<file path="src/rtl/merge_arbiter.sv">
// merge_arbiter: round-robin sharing of one merge_network among NUM_REQ
// requesters, with a single registered output stage and backpressure.

module merge_network #(
  parameter int NUM_INPUTS = 18,
  parameter int BIT_WIDTH  = 8
) (
  input  logic [NUM_INPUTS*BIT_WIDTH-1:0] data,
  output logic [BIT_WIDTH-1:0]            sum
);

  // Unsigned sum of all elements, wrapping modulo 2^BIT_WIDTH
  always_comb begin
    sum = '0;
    for (int i = 0; i < NUM_INPUTS; i++)
      sum = sum + data[i*BIT_WIDTH +: BIT_WIDTH];
  end

endmodule

module merge_arbiter #(
  parameter int NUM_INPUTS  = 18,
  parameter int BIT_WIDTH   = 8,
  parameter int NUM_REQ     = 4,
  parameter int COUNT_WIDTH = 16,
  localparam int ID_WIDTH   = (NUM_REQ > 1) ? $clog2(NUM_REQ) : 1
) (
  input  logic                                   clk,
  input  logic                                   rst,
  input  logic [NUM_REQ-1:0]                     req_valid,
  input  logic [NUM_REQ*NUM_INPUTS*BIT_WIDTH-1:0] req_data,
  output logic [NUM_REQ-1:0]                     req_ready,
  output logic                                   out_valid,
  input  logic                                   out_ready,
  output logic [BIT_WIDTH-1:0]                   out_data,
  output logic [ID_WIDTH-1:0]                    out_id,
  output logic [COUNT_WIDTH-1:0]                 merge_count
);

  localparam int VW = NUM_INPUTS * BIT_WIDTH;

  logic [ID_WIDTH-1:0]  rr_ptr;
  logic [ID_WIDTH-1:0]  winner;
  logic [ID_WIDTH-1:0]  next_ptr;
  logic                 found;
  logic                 advance;
  logic                 transfer;
  logic [VW-1:0]        sel_vec;
  logic [BIT_WIDTH-1:0] sel_sum;

  assign advance  = !out_valid || out_ready;
  assign transfer = found && advance && !rst;
  assign next_ptr = (winner == ID_WIDTH'(NUM_REQ-1)) ? '0 : winner + 1'b1;

  // Round-robin search starting at rr_ptr, wrapping past NUM_REQ-1
  always_comb begin
    found  = 1'b0;
    winner = '0;
    for (int k = 0; k < NUM_REQ; k++) begin
      int idx;
      idx = int'(rr_ptr) + k;
      if (idx >= NUM_REQ) idx = idx - NUM_REQ;
      if (!found && req_valid[idx]) begin
        found  = 1'b1;
        winner = ID_WIDTH'(idx);
      end
    end
  end

  // One-hot accept and data mux for the winning requester
  always_comb begin
    req_ready = '0;
    sel_vec   = '0;
    for (int r = 0; r < NUM_REQ; r++) begin
      if (winner == ID_WIDTH'(r)) begin
        req_ready[r] = transfer;
        sel_vec      = req_data[r*VW +: VW];
      end
    end
  end

  merge_network #(
    .NUM_INPUTS (NUM_INPUTS),
    .BIT_WIDTH  (BIT_WIDTH)
  ) u_merge (
    .data (sel_vec),
    .sum  (sel_sum)
  );

  // Output stage: load on transfer, drain when accepted, hold on stall
  always_ff @(posedge clk) begin
    if (rst) begin
      out_valid   <= 1'b0;
      out_data    <= '0;
      out_id      <= '0;
      merge_count <= '0;
      rr_ptr      <= '0;
    end else if (advance) begin
      if (transfer) begin
        out_valid   <= 1'b1;
        out_data    <= sel_sum;
        out_id      <= winner;
        rr_ptr      <= next_ptr;
        merge_count <= merge_count + 1'b1;
      end else begin
        out_valid   <= 1'b0;
      end
    end
  end

endmodule

</file>
<file path="config.mk">
export PLATFORM = sky130hd
export DESIGN_NAME = merge_arbiter
export DESIGN_NICKNAME = d
export VERILOG_FILES = /design/src/rtl/merge_arbiter.sv
export SDC_FILE = /design/constraint.sdc
export NUM_CORES = 1
export LEC_CHECK = 0
export BUFFER_PORTS_ARGS = -buffer_cell sky130_fd_sc_hd__buf_2
export CAP_MARGIN = 10
export CORE_AREA = 2 2 236 238
export DETAILED_ROUTE_END_ITERATION = 8
export DIE_AREA = 0 0 238 240
export PLACE_DENSITY_LB_ADDON = 0.15
export REMOVE_ABC_BUFFERS = 1
export SYNTH_ARGS = -nofsm -noshare
export SYNTH_HDL_FRONTEND = slang
export SYNTH_HIERARCHICAL = 1
export SYNTH_SLANG_ARGS = --single-unit
</file>
<file path="constraint.sdc">
create_clock -name clk -period 10.2 [get_ports clk]
set_input_delay 0.51 -clock clk [delete_from_list [all_inputs] [get_ports clk]]
set_output_delay 0.51 -clock clk [all_outputs]
set_load 0.005 [all_outputs]
</file>
==> insert_results.sql <==
INSERT INTO impl_metrics (metric_group, metric, value, unit) VALUES
('run_status', 'outcome', 'finished, final reports clean', ''),
('timing', 'period_share', '76.4', '%'),
('setup_path', 'worst-endpoint-arrival', '7970', 'ps'),
('clock_network', 'ctsHoldBuffers', '0', ''),
('detailed_routing', 'dr.first_iter.drc_count', '487', ''),
('setup_path', 'crit_type', 'input port to flop', ''),
('detailed_routing', 'dr_wl_cell', '20.5', 'um'),
('floorplan', 'fp.dieArea', '57100', 'um^2'),
('global_route', 'globalRoute.totalOverflow', '0', ''),
('yosys', 'synth-main-ff-cell', 'sky130_fd_sc_hd__dfxtp_1', ''),
('global_route', 'grt_antenna_before_repair', '38', ''),
('place', 'io_buffer_count', '613', ''),
('timing', 'maxSlewHeadroom', '40.8', '%'),
('clock_network', 'clk_transition_reported_paths', '50', 'ps'),
('detailed_routing', 'routed-via-count', '10600', ''),
('yosys', 'synthArstFlopShare', '0', '%'),
('clock_network', 'cts.path.max_buffers', '2', ''),
('final_layout', 'finalCoreUtilization', '22.9', '%'),
('clock_network', 'number_of_sinks_driven_by_the_clock_tree', '29', ''),
('place', 'dpl.hpwl', '41600', 'um'),
('yosys', 'post_synth_xor_area_fraction', '4.30', '%'),
('yosys', 'synth_simple_gate_area_share', '22.4', '%'),
('floorplan', 'io-pin-count', '614', ''),
('timing', 'tightestPinTransition', '888', 'ps'),
('yosys', 'synth_warnings', '6', ''),
('final_layout', 'area_growth_syn_to_layout', '46.5', '%'),
('timing', 'total_count_of_hold_check_failures_in_the_final_report', '0', ''),
('yosys', 'yosysSeqAreaShare', '6.78', '%'),
('yosys', 'synth-edff-count', '0', ''),
('global_route', 'grt_pass1_vias', '11100', ''),
('setup_path', 'timing.critical_path.from_type', 'input port', ''),
('yosys', 'post_synth.cell_area_avg', '7.59', 'um^2'),
('clock_network', 'cts-resized-gates', '0', ''),
('timing', 'finalWorstPathRequiredPeriod', '7800', 'ps'),
('clock_network', 'clock-root-buffer', 'sky130_fd_sc_hd__clkbuf_16', ''),
('global_route', 'grt_first_pass_wirelength', '69500', 'um'),
('global_route', 'grt_use_total', '16.3', '%'),
('timing', 'timing.final.setup_violations', '0', ''),
('yosys', 'yosys.area_share.adder', '25.8', '%'),
('detailed_routing', 'postRouteWirelength', '48900', 'um'),
('yosys', 'synth_area_leader_cell', 'sky130_fd_sc_hd__fa_1', ''),
('setup_path', 'worstPathMaxFanout', '90', ''),
('detailed_routing', 'vias_cell', '4.47', ''),
('yosys', 'synth_seq_cells', '29', ''),
('yosys', 'synth_top_cell_area_share', '23.2', '%'),
('timing', 'report.final.slew_viol_count', '0', ''),
('floorplan', 'die_height', '240', 'um'),
('yosys', 'netlist_top_cells_area', 'sky130_fd_sc_hd__fa_1 23%, sky130_fd_sc_hd__a221oi_1 15%, sky130_fd_sc_hd__o31ai_1 13%', ''),
('yosys', 'ys_types', '38', ''),
('place', 'routability_cong', '0.835', ''),
('clock_network', 'htree_depth', '2', ''),
('floorplan', 'initial_core_util', '15.7', '%'),
('timing', 'worst_setup_skew_after_layout', '4.49', 'ps'),
('yosys', 'main_combinational_cell_family_by_area_after_synthesis', 'compound AO/OA/AOI/OAI gates', ''),
('final_layout', 'drive_gt1_share', '39.0', '%'),
('detailed_routing', 'antenna_left', '0', ''),
('detailed_routing', 'firstDrtPassIters', '5', ''),
('clock_network', 'cts_made_buffers', '5', ''),
('hold_path', 'hp-class', 'flop to flop', ''),
('run', 'drv_cap', '0', ''),
('clock_network', 'clock_insertion_delay_worst_skew', '280', 'ps'),
('yosys', 'compound_gate_fraction_of_synth_area', '29.4', '%'),
('floorplan', 'placementRows', '86', ''),
('setup_path', 'critPathRequiredTime', '10370', 'ps'),
('global_route', 'pin_count_of_the_biggest_net_entering_global_routing', '109', ''),
('timing', 'max_freq', '128', 'MHz'),
('detailed_routing', 'drc', '0', ''),
('yosys', 'post_synth_mux_area_share', '0.643', '%'),
('yosys', 'number_of_instances_in_the_synthesized_netlist', '1127', ''),
('floorplan', 'die_w', '238', 'um'),
('yosys', 'syn-cell-area', '8560', 'um^2'),
('floorplan', 'floorplan.core_area', '54700', 'um^2'),
('timing', 'setup_repair_after_global_routing_missed_its_margin', 'false', ''),
('setup_path', 'timing.critical_path.to_type', 'flop', ''),
('final_layout', 'final_net_count', '2357', ''),
('clock_network', 'cts_tree', 'built', ''),
('clock_network', 'cts_setup_buffers', '0', '');
[layout by cell type (no fill, tap or decap), types with 3 or more instances in the layout]
cell,count
sky130_fd_sc_hd__inv_1,135
sky130_fd_sc_hd__nand2_1,170
sky130_fd_sc_hd__buf_12,4
sky130_fd_sc_hd__nand3_1,20
sky130_fd_sc_hd__mux2_2,4
sky130_fd_sc_hd__fa_1,99
sky130_fd_sc_hd__buf_4,11
sky130_fd_sc_hd__nand4_1,3
sky130_fd_sc_hd__a21oi_1,13
sky130_fd_sc_hd__o21ai_0,4
sky130_fd_sc_hd__xor2_1,4
sky130_fd_sc_hd__o31ai_1,148
sky130_fd_sc_hd__ha_1,15
sky130_fd_sc_hd__clkbuf_16,5
sky130_fd_sc_hd__nor4_1,5
sky130_fd_sc_hd__and2_1,4
sky130_fd_sc_hd__diode_2,20
sky130_fd_sc_hd__xnor2_1,31
sky130_fd_sc_hd__dfxtp_1,29
sky130_fd_sc_hd__nor2_1,13
sky130_fd_sc_hd__or3_1,4
sky130_fd_sc_hd__ha_4,3
sky130_fd_sc_hd__a221oi_1,143
sky130_fd_sc_hd__buf_2,613
sky130_fd_sc_hd__nor2b_1,149
sky130_fd_sc_hd__or4_1,5
[metal layers]
layer	GRT usage (%)	wire length (um)
met2	30.6	26100
met1	18.7	18800
met5	0	141
met4	4.56	1030
met3	3.01	2710
[layout make-up]
class / instances / area [um^2]
multi-input cells: 858 / 7120
flip-flops and latches: 29 / 581
clock inverters: 1 / 30.0
diodes: 20 / 50.0
clock buffers: 7 / 143
well taps: 704 / 881
inverters: 135 / 507
repair buffers: 628 / 3230
fillers: 6266 / 42100
[path summary, 6_finish.rpt]
kind / endpoint / slack (ps) / from / depth (start not counted)
worst min register to register: out_data[4] / 450 / out_data[4] / 2
worst min-delay path: out_data[4] / 450 / out_data[4] / 2
worst max register to register: out_data[7] / 2420 / rr_ptr[1] / 27
worst max-delay path: out_data[7] / 2400 / req_valid[0] / 28
[cells by family after synthesis]
kind of cell,Yosys count
compound gates,317
xor+xnor,38
fa+ha+maj,117
buf+inv,240
flops,29
mux,5
simple gates,381
[flip-flops by register name (all words and copies together), names as in the netlist]
name	count
out_data	8
merge_count	16
rr_ptr	2
out_valid	1
out_id	2
[metrics by stage]
step | setup slack [ps] | std cells | hold WS, ps | TNS, ps | cell area [um^2]
2_1_floorplan | -2700 | 1022 | 450 | -14110 | 8150
3_3_place_gp | 2130 | 2354 | 448 | 0 | 12300
4_1_cts | 2360 | 2362 | 457 | 0 | 12500
3_5_place_dp | 2090 | 2354 | 448 | 0 | 12300
5_1_grt | 1920 | 2377 | 467 | 0 | 12500
6_report | 2400 | 2382 | 455 | 0 | 12500
[Yosys cell counts, types with 13 or more instances]
| master | n |
|---|---|
| sky130_fd_sc_hd__a221oi_1 | 143 |
| sky130_fd_sc_hd__dfxtp_1 | 29 |
| sky130_fd_sc_hd__clkbuf_1 | 94 |
| sky130_fd_sc_hd__inv_1 | 135 |
| sky130_fd_sc_hd__a21oi_1 | 13 |
| sky130_fd_sc_hd__nor2b_1 | 150 |
| sky130_fd_sc_hd__xnor2_1 | 31 |
| sky130_fd_sc_hd__fa_1 | 99 |
| sky130_fd_sc_hd__ha_1 | 18 |
| sky130_fd_sc_hd__nor2_1 | 13 |
| sky130_fd_sc_hd__nand2_1 | 170 |
| sky130_fd_sc_hd__nand3_1 | 20 |
| sky130_fd_sc_hd__o31ai_1 | 148 |
[critical path, stage by stage]
cell                       delay, ps
sky130_fd_sc_hd__buf_2           130
sky130_fd_sc_hd__a21o_1          170
sky130_fd_sc_hd__a21oi_1         150
sky130_fd_sc_hd__o22ai_1         180
sky130_fd_sc_hd__inv_1           190
sky130_fd_sc_hd__ha_4            550
sky130_fd_sc_hd__buf_12          380
sky130_fd_sc_hd__buf_4           340
sky130_fd_sc_hd__a221oi_1         80
sky130_fd_sc_hd__o31ai_1         580
sky130_fd_sc_hd__inv_1           140
sky130_fd_sc_hd__fa_1            440
sky130_fd_sc_hd__fa_1            510
sky130_fd_sc_hd__inv_1            50
sky130_fd_sc_hd__fa_1            480
sky130_fd_sc_hd__fa_1            450
sky130_fd_sc_hd__fa_1            510
sky130_fd_sc_hd__inv_1            50
sky130_fd_sc_hd__fa_1            470
sky130_fd_sc_hd__inv_1            60
sky130_fd_sc_hd__ha_1            270
sky130_fd_sc_hd__a21o_1          170
sky130_fd_sc_hd__a21oi_1         210
sky130_fd_sc_hd__o21bai_1         90
sky130_fd_sc_hd__a21oi_1         150
sky130_fd_sc_hd__xnor3_1         420
sky130_fd_sc_hd__nand2_1          70
sky130_fd_sc_hd__nand2_1          40
Power is left out: the tool's default activity adds up to more than one toggle a clock period on the data nets, which glitch-free logic cannot reach.
